==> config.mk <==
export PLATFORM = sky130hd
export DESIGN_NAME = pipelined_exec_unit_flat
export DESIGN_NICKNAME = d
export VERILOG_FILES = /design/src/rtl/pipelined_exec_unit_if.sv /design/src/rtl/pipelined_exec_unit.sv /design/src/flat_wrapper.sv
export SDC_FILE = /design/constraint.sdc
export NUM_CORES = 2
export LEC_CHECK = 0
export CAP_MARGIN = 20
export CORE_MARGIN = 5
export CORE_UTILIZATION = 30
export DETAILED_ROUTE_END_ITERATION = 6
export PLACE_DENSITY = 0.44
export SETUP_SLACK_MARGIN = 0.4
export SLEW_MARGIN = 20
export SYNTH_ARGS = -nofsm -noshare
export SYNTH_HDL_FRONTEND = slang
export SYNTH_SLANG_ARGS = --single-unit
==> constraint.sdc <==
create_clock -name clk -period 6.8 [get_ports clk]
set_input_delay 1.36 -clock clk [delete_from_list [all_inputs] [get_ports clk]]
set_output_delay 1.36 -clock clk [all_outputs]
set_load 0.01 [all_outputs]
==> src/rtl/pipelined_exec_unit_if.sv <==
// -----------------------------------------------------------------------------
// pipelined_exec_unit_if
// Instruction-in / result-out bus for pipelined_exec_unit.
//   master : instruction source and result consumer (drives in_valid, rx, ry,
//            rz, op, write_en, out_ready)
//   slave  : the execution unit (drives in_ready, out_valid, result_out,
//            out_rx, zero_flag)
// Parameters must match those of the connected pipelined_exec_unit.
// -----------------------------------------------------------------------------
interface pipelined_exec_unit_if #(
   parameter int unsigned DATA_W   = 32,
   parameter int unsigned NUM_REGS = 16
);
   localparam int unsigned REG_AW = $clog2(NUM_REGS);

   logic              in_valid;
   logic              in_ready;
   logic [REG_AW-1:0] rx;
   logic [REG_AW-1:0] ry;
   logic [REG_AW-1:0] rz;
   logic [3:0]        op;
   logic              write_en;
   logic              out_valid;
   logic              out_ready;
   logic [DATA_W-1:0] result_out;
   logic [REG_AW-1:0] out_rx;
   logic              zero_flag;

   modport master (
      output in_valid, rx, ry, rz, op, write_en, out_ready,
      input  in_ready, out_valid, result_out, out_rx, zero_flag
   );

   modport slave (
      input  in_valid, rx, ry, rz, op, write_en, out_ready,
      output in_ready, out_valid, result_out, out_rx, zero_flag
   );
endinterface

==> src/rtl/pipelined_exec_unit.sv <==
// -----------------------------------------------------------------------------
// pipelined_exec_unit
// Three-stage (read/forward, execute, writeback) register-file + ALU pipeline
// with valid/ready handshakes on input and output, full stall on output
// backpressure, and operand forwarding from EX and WB.
// Ports:
//   clk  : clock, all state on rising edge
//   rst  : synchronous active-high reset
//   bus  : pipelined_exec_unit_if.slave (instruction in, result out)
// Optional feature macro: ALU_MUL_EN (op 12 = low DATA_W bits of A*B).
// Without it op 12 behaves like ops 13-15: result 0, no register write.
// -----------------------------------------------------------------------------
module pipelined_exec_unit #(
   parameter int unsigned DATA_W   = 32,
   parameter int unsigned NUM_REGS = 16,
   parameter int unsigned ZERO_R0  = 1
) (
   input  logic                 clk,
   input  logic                 rst,
   pipelined_exec_unit_if.slave bus
);
   localparam int unsigned REG_AW = $clog2(NUM_REGS);
   localparam int unsigned SH_W   = $clog2(DATA_W);

   logic [DATA_W-1:0] r_regs [NUM_REGS];

   // RD stage
   logic              r_rd_valid;
   logic [REG_AW-1:0] r_rd_rx;
   logic [REG_AW-1:0] r_rd_ry;
   logic [REG_AW-1:0] r_rd_rz;
   logic [3:0]        r_rd_op;
   logic              r_rd_we;
   // EX stage
   logic              r_ex_valid;
   logic [REG_AW-1:0] r_ex_rx;
   logic [3:0]        r_ex_op;
   logic              r_ex_we;
   logic [DATA_W-1:0] r_ex_a;
   logic [DATA_W-1:0] r_ex_b;
   // WB stage
   logic              r_wb_valid;
   logic [REG_AW-1:0] r_wb_rx;
   logic              r_wb_we;
   logic [DATA_W-1:0] r_wb_result;

   logic              w_out_valid;
   logic              w_stall;
   logic [DATA_W-1:0] w_ex_result;
   logic              w_ex_op_ok;
   logic              w_ex_wr;
   logic [SH_W-1:0]   w_sh;
   logic [DATA_W-1:0] w_op_a;
   logic [DATA_W-1:0] w_op_b;

   assign w_out_valid = r_wb_valid & ~rst;
   assign w_stall     = w_out_valid & ~bus.out_ready;

   assign bus.in_ready   = ~w_stall;
   assign bus.out_valid  = w_out_valid;
   assign bus.result_out = rst ? '0 : r_wb_result;
   assign bus.out_rx     = rst ? '0 : r_wb_rx;
   assign bus.zero_flag  = ~rst & (r_wb_result == '0);

   // ALU
   assign w_sh = r_ex_b[SH_W-1:0];

   always_comb begin
      w_ex_result = '0;
      w_ex_op_ok  = 1'b1;
      case (r_ex_op)
         4'd0:  w_ex_result = r_ex_a + r_ex_b;
         4'd1:  w_ex_result = r_ex_a - r_ex_b;
         4'd2:  w_ex_result = r_ex_a & r_ex_b;
         4'd3:  w_ex_result = r_ex_a | r_ex_b;
         4'd4:  w_ex_result = r_ex_a ^ r_ex_b;
         4'd5:  w_ex_result = ~r_ex_a;
         4'd6:  w_ex_result = r_ex_a << w_sh;
         4'd7:  w_ex_result = r_ex_a >> w_sh;
         4'd8:  w_ex_result = $unsigned($signed(r_ex_a) >>> w_sh);
         4'd9:  w_ex_result = {{(DATA_W-1){1'b0}}, ($signed(r_ex_a) < $signed(r_ex_b))};
         4'd10: w_ex_result = {{(DATA_W-1){1'b0}}, (r_ex_a < r_ex_b)};
         4'd11: w_ex_result = r_ex_a;
`ifdef ALU_MUL_EN
         4'd12: w_ex_result = r_ex_a * r_ex_b;
`endif
         default: w_ex_op_ok = 1'b0;
      endcase
   end

   // Effective write: illegal opcodes and r0 (when hard-wired) never write, so
   // they must not be forwarded either.
   assign w_ex_wr = r_ex_we & w_ex_op_ok & ~((ZERO_R0 != 0) && (r_ex_rx == '0));

   // Operand selection in RD: EX result beats WB result beats register file.
   // WB forwarding also covers a register being written on this same edge.
   always_comb begin
      if ((ZERO_R0 != 0) && (r_rd_ry == '0)) begin
         w_op_a = '0;
      end else if (r_ex_valid && w_ex_wr && (r_ex_rx == r_rd_ry)) begin
         w_op_a = w_ex_result;
      end else if (r_wb_valid && r_wb_we && (r_wb_rx == r_rd_ry)) begin
         w_op_a = r_wb_result;
      end else begin
         w_op_a = r_regs[r_rd_ry];
      end
   end

   always_comb begin
      if ((ZERO_R0 != 0) && (r_rd_rz == '0)) begin
         w_op_b = '0;
      end else if (r_ex_valid && w_ex_wr && (r_ex_rx == r_rd_rz)) begin
         w_op_b = w_ex_result;
      end else if (r_wb_valid && r_wb_we && (r_wb_rx == r_rd_rz)) begin
         w_op_b = r_wb_result;
      end else begin
         w_op_b = r_regs[r_rd_rz];
      end
   end

   always_ff @(posedge clk) begin
      if (rst) begin
         for (int i = 0; i < NUM_REGS; i++) r_regs[i] <= '0;
         r_rd_valid  <= 1'b0;
         r_rd_rx     <= '0;
         r_rd_ry     <= '0;
         r_rd_rz     <= '0;
         r_rd_op     <= '0;
         r_rd_we     <= 1'b0;
         r_ex_valid  <= 1'b0;
         r_ex_rx     <= '0;
         r_ex_op     <= '0;
         r_ex_we     <= 1'b0;
         r_ex_a      <= '0;
         r_ex_b      <= '0;
         r_wb_valid  <= 1'b0;
         r_wb_rx     <= '0;
         r_wb_we     <= 1'b0;
         r_wb_result <= '0;
      end else begin
         // Retire: only happens on a non-stalled edge since out_ready is high.
         if (r_wb_valid && bus.out_ready && r_wb_we) begin
            r_regs[r_wb_rx] <= r_wb_result;
         end
         if (!w_stall) begin
            r_rd_valid  <= bus.in_valid;
            r_rd_rx     <= bus.rx;
            r_rd_ry     <= bus.ry;
            r_rd_rz     <= bus.rz;
            r_rd_op     <= bus.op;
            r_rd_we     <= bus.write_en;
            r_ex_valid  <= r_rd_valid;
            r_ex_rx     <= r_rd_rx;
            r_ex_op     <= r_rd_op;
            r_ex_we     <= r_rd_we;
            r_ex_a      <= w_op_a;
            r_ex_b      <= w_op_b;
            r_wb_valid  <= r_ex_valid;
            r_wb_rx     <= r_ex_rx;
            r_wb_we     <= w_ex_wr;
            r_wb_result <= w_ex_result;
         end
      end
   end
endmodule

==> src/flat_wrapper.sv <==
// flat-port wrapper written by rule: the top's interface ports become plain ports
module pipelined_exec_unit_flat 
#(
   parameter int unsigned DATA_W   = 32,
   parameter int unsigned NUM_REGS = 16,
   parameter int unsigned ZERO_R0  = 1
)
  (clk, rst, bus_in_valid, bus_rx, bus_ry, bus_rz, bus_op, bus_write_en, bus_out_ready, bus_in_ready, bus_out_valid, bus_result_out, bus_out_rx, bus_zero_flag);
  pipelined_exec_unit_if #(.DATA_W(DATA_W), .NUM_REGS(NUM_REGS)) bus_i ();
  input  logic clk;
  input  logic rst;
  input wire logic [$bits(bus_i.in_valid)-1:0] bus_in_valid;
  input wire logic [$bits(bus_i.rx)-1:0] bus_rx;
  input wire logic [$bits(bus_i.ry)-1:0] bus_ry;
  input wire logic [$bits(bus_i.rz)-1:0] bus_rz;
  input wire logic [$bits(bus_i.op)-1:0] bus_op;
  input wire logic [$bits(bus_i.write_en)-1:0] bus_write_en;
  input wire logic [$bits(bus_i.out_ready)-1:0] bus_out_ready;
  output wire logic [$bits(bus_i.in_ready)-1:0] bus_in_ready;
  output wire logic [$bits(bus_i.out_valid)-1:0] bus_out_valid;
  output wire logic [$bits(bus_i.result_out)-1:0] bus_result_out;
  output wire logic [$bits(bus_i.out_rx)-1:0] bus_out_rx;
  output wire logic [$bits(bus_i.zero_flag)-1:0] bus_zero_flag;
  assign bus_i.in_valid = bus_in_valid;
  assign bus_i.rx = bus_rx;
  assign bus_i.ry = bus_ry;
  assign bus_i.rz = bus_rz;
  assign bus_i.op = bus_op;
  assign bus_i.write_en = bus_write_en;
  assign bus_i.out_ready = bus_out_ready;
  assign bus_in_ready = bus_i.in_ready;
  assign bus_out_valid = bus_i.out_valid;
  assign bus_result_out = bus_i.result_out;
  assign bus_out_rx = bus_i.out_rx;
  assign bus_zero_flag = bus_i.zero_flag;
  pipelined_exec_unit #(.DATA_W(DATA_W), .NUM_REGS(NUM_REGS), .ZERO_R0(ZERO_R0)) u_core (.clk(clk), .rst(rst), .bus(bus_i));
endmodule
==> reports/metrics.csv <==
stage,metric,value,unit
global_route,first-pass GRT wire length,245,mm
worst_setup_path,critical path class,reg -> out,
routing,drt via density,5.76,
routing,via count,32100,
power,peak supply drop,189,uV
cells_and_area,synth-to-layout area growth,12.1,%
floorplan,Rows,138,
cts,Max clock buf depth,3,
power,combinational share of power,22.0,%
placed_design,Final GP Congestion,0.957,
min_path,worst min path class,reg -> reg,
sta,Final Skew,0.0366,ns
worst_setup_path,worst r2r path cells,11,
power,clock share of power,36.9,%
synth,Synth Instances,3731,
sta,Worst slew margin,22.4,%
sta,final hold violation count,0,
synth,Commonest cells post-synth,"and2_1, edfxtp_1, mux4_2, clkbuf_1, nor2_1",
synth,synth warn,0,
cells_and_area,filler instances,14200,
sta,fin crit period,4.93,ns
worst_setup_path,worst r2r dst,u_core.r_ex_b[21]$_SDFFE_PP0N_,
cts,Post-CTS Resized,0,
placed_design,DP Cell Count,5428,
cells_and_area,Layout Utilization,33.8,%
worst_setup_path,reg2reg start,u_core.r_ex_b[1]$_SDFFE_PP0N_,
cts,Sink Count,650,
sta,RSZ-0062 raised after global routing,false,
routing,remaining routing DRC violations,0,
global_route,gr usage total,22.2,%
sta,Fin Setup TNS,0,ns
routing,1st-pass router iterations,6,
floorplan,Die Y-Extent,388,um
global_route,total gr overflow,0,
worst_setup_path,startpoint types,flip-flop,
global_route,largest net degree at the start of global routing,73,
cts,Post-CTS Setup Inserts,0,
placed_design,Post-DP HPWL,117,mm
min_path,Worst Hold Launch,u_core.r_rd_rx[1]$_SDFFE_PP0N_,
synth,syn nets,3856,
floorplan,Initial Util,30.2,%
cells_and_area,post-route insts no fill,5568,
cts,"Clk pin slew, worst setup/hold paths",0.06,ns
power,total power,11300,uW
worst_setup_path,Buf/Inv on CP,2,
cts,CTS buffer count,81,
worst_setup_path,Crit path max-delay family,simple AND/OR/NAND/NOR gates,
synth,leading area contributor after synthesis,edfxtp_1,
synth,number of synthesized flops with an enable pin,512,
routing,DRT iter0 DRCs,3474,
synth,"Seq/Total Area, Yosys",42.4,%
min_path,worst hold path endpoint,u_core.r_rd_rx[1]$_SDFFE_PP0N_,
sta,Fmax achieved,203,MHz
cts,Worst-Skew Late Latency,0.66,ns
worst_setup_path,Worst Path Arrival,3.57,ns
sta,worst slew pin tran,1.15,ns
power,pwr/cell area,237,nW/um2
sta,post-route clock period utilization,72.5,%
floorplan,Die X,388,um
synth,Synth Area per Inst,11.5,um2
synth,Area contributors post-synth,"edfxtp_1, mux4_2, and2_1",
synth,ys async rst share,0,%
power,P_int,7760,uW
worst_setup_path,slowest CP cell,nor4_1,
power,sequential power share,41.1,%
flow_run,max-cap violations,0,
synth,library cells used by synthesis,96,
routing,final WL,172,mm
floorplan,core region area,142000,um2
synth,most frequent cell after synthesis,and2_1,
cts,H-Tree Depth,3,
floorplan,number of I/O pins,60,
worst_setup_path,Reg2Reg Setup Slack,1.90,ns
floorplan,full die area,150000,um2
power,Switch Pwr,3590,uW
power,Switching Share,31.6,%
routing,Routed Antenna Nets,0,
worst_setup_path,crit end category,output pin,
cts,CTS tree,done,
status,outcome,"finished, final reports clean",
worst_setup_path,CP peak stage delay,0.82,ns
cells_and_area,Final #Nets,3746,
global_route,initial antenna violation count,13,
cells_and_area,fin area,47900,um2
placed_design,Area after DPL,45400,um2
synth,synthesized cell area,42800,um2
routing,wire per inst,30.8,um
worst_setup_path,"critical path fanouts, max",21,
sta,setup violators final,0,
synth,Synth top area share,36.0,%
synth,dominant synthesized flop cell,edfxtp_1,
cells_and_area,share of cells above drive strength 1,19.6,%
worst_setup_path,"Req. time, crit path",5.44,ns
placed_design,Port Buffers,59,
sta,Slew Limit Fails,0,
cts,root buf cell,clkbuf_16,
cts,CTS Hold Bufs,0,
global_route,vias in the first global route,31500,
power,Lkg Pwr,0.0171,uW
min_path,Hold Crit Depth,2,
synth,Synth Register Bits,650,
worst_setup_path,cells along the critical path,buf_4 > nor4_1 > nand4_1 > nor3_1 > clkdlybuf4s50_1,
logic make-up (layout without fill, tap and decap cells):
logic type      after synthesis  in the layout  synth area share, %
mux                         493            493                 22.8
compound gates              659            659                 10.5
xor+xnor                     18             18                0.369
buf+inv                     486            432                 4.47
other cells                   0              1                    0
fa+ha+maj                   104            104                 3.08
flops                       650            650                 42.4
simple gates               1321           1321                 16.4
final cells by class:
cell class                 instances  area [um2]  share of cell area (%)
tap                             1890        2360                    4.93
antenna                            1        2.50                 0.00522
clock buffer                     107        2240                    4.67
inverter                         104         393                   0.820
timing repair buffer             189        1610                    3.37
sequential                       650       18200                    37.9
clock inverter                    32         253                   0.527
multi-input combinational       2595       22900                    47.8
layer usage:
| metal | share of wire (%) | track usage (%) | wire length, um | up-vias |
|---|---|---|---|---|
| met5 | 0.024 | 0 | 41 | - |
| met4 | 3.0 | 6.50 | 5110 | 6 |
| met3 | 7.7 | 3.97 | 13200 | 245 |
| met2 | 45 | 34.6 | 77700 | 1349 |
| met1 | 44 | 31.6 | 75600 | 16700 |
| li1 | - | - | - | 13800 |
worst max path at each step:
stage                                                 to                           startpoint  cells past startpoint
after floorplan                             bus_in_ready                                  rst                      6
after CTS                                   bus_in_ready                                  rst                      6
after global placement                      bus_in_ready                                  rst                      6
after detailed placement                    bus_in_ready                                  rst                      6
after global routing      u_core.r_ex_b[21]$_SDFFE_PP0N_        u_core.r_ex_b[1]$_SDFFE_PP0N_                     11
final                                      bus_zero_flag  u_core.r_wb_result[28]$_SDFFE_PP0N_                      5
worst min-delay path, stage by stage (launching register included):
cell and delay [ns]:
dfxtp_1 0.31, nand2_1 0.05, nand2_1 0.04
per-stage QoR:
| stage | setup slack [ns] | hold slack [ns] |
|---|---|---|
| after detailed placement | 1.86 | 0.430 |
| final | 1.87 | 0.436 |
| after global routing | 1.69 | 0.453 |
| after CTS | 1.85 | 0.438 |
| after floorplan | 2.73 | 0.415 |
| after global placement | 1.90 | 0.429 |
power groups by stage:
stage,sequential [uW],combinational (uW),clock [uW]
2_1_floorplan,4620,1560,0
3_3_place_gp,4730,2480,0
3_5_place_dp,4740,2460,0
4_1_cts,4660,2470,4270
5_1_grt,4680,2640,4430
6_report,4660,2500,4190
state kept, by name (all words and copies together) (netlist names), 4 cells and up, named ones only:
name and flops:
u_core.r_regs 512, u_core.r_ex_a 32, u_core.r_ex_b 32, u_core.r_wb_result 32, u_core.r_ex_op 4, u_core.r_ex_rx 4
u_core.r_rd_op 4, u_core.r_rd_rx 4, u_core.r_rd_ry 4, u_core.r_rd_rz 4, u_core.r_wb_rx 4
layout by cell type (no fill, tap or decap), drive strengths merged, types with 25 or more instances in the layout:
master / count
a211oi: 46
a21oi: 170
a221oi: 28
and2: 516
buf: 131
clkbuf: 107
clkdlybuf4s50: 58
clkinv: 25
dfxtp: 138
edfxtp: 512
ha: 102
inv: 105
mux2i: 101
mux4: 382
nand2: 243
nand3: 33
nand3b: 33
nor2: 268
nor2b: 48
nor3: 54
nor4: 26
o21ai: 121
o22ai: 35
or2: 26
Note: power is estimated with default switching activity, not from simulation.
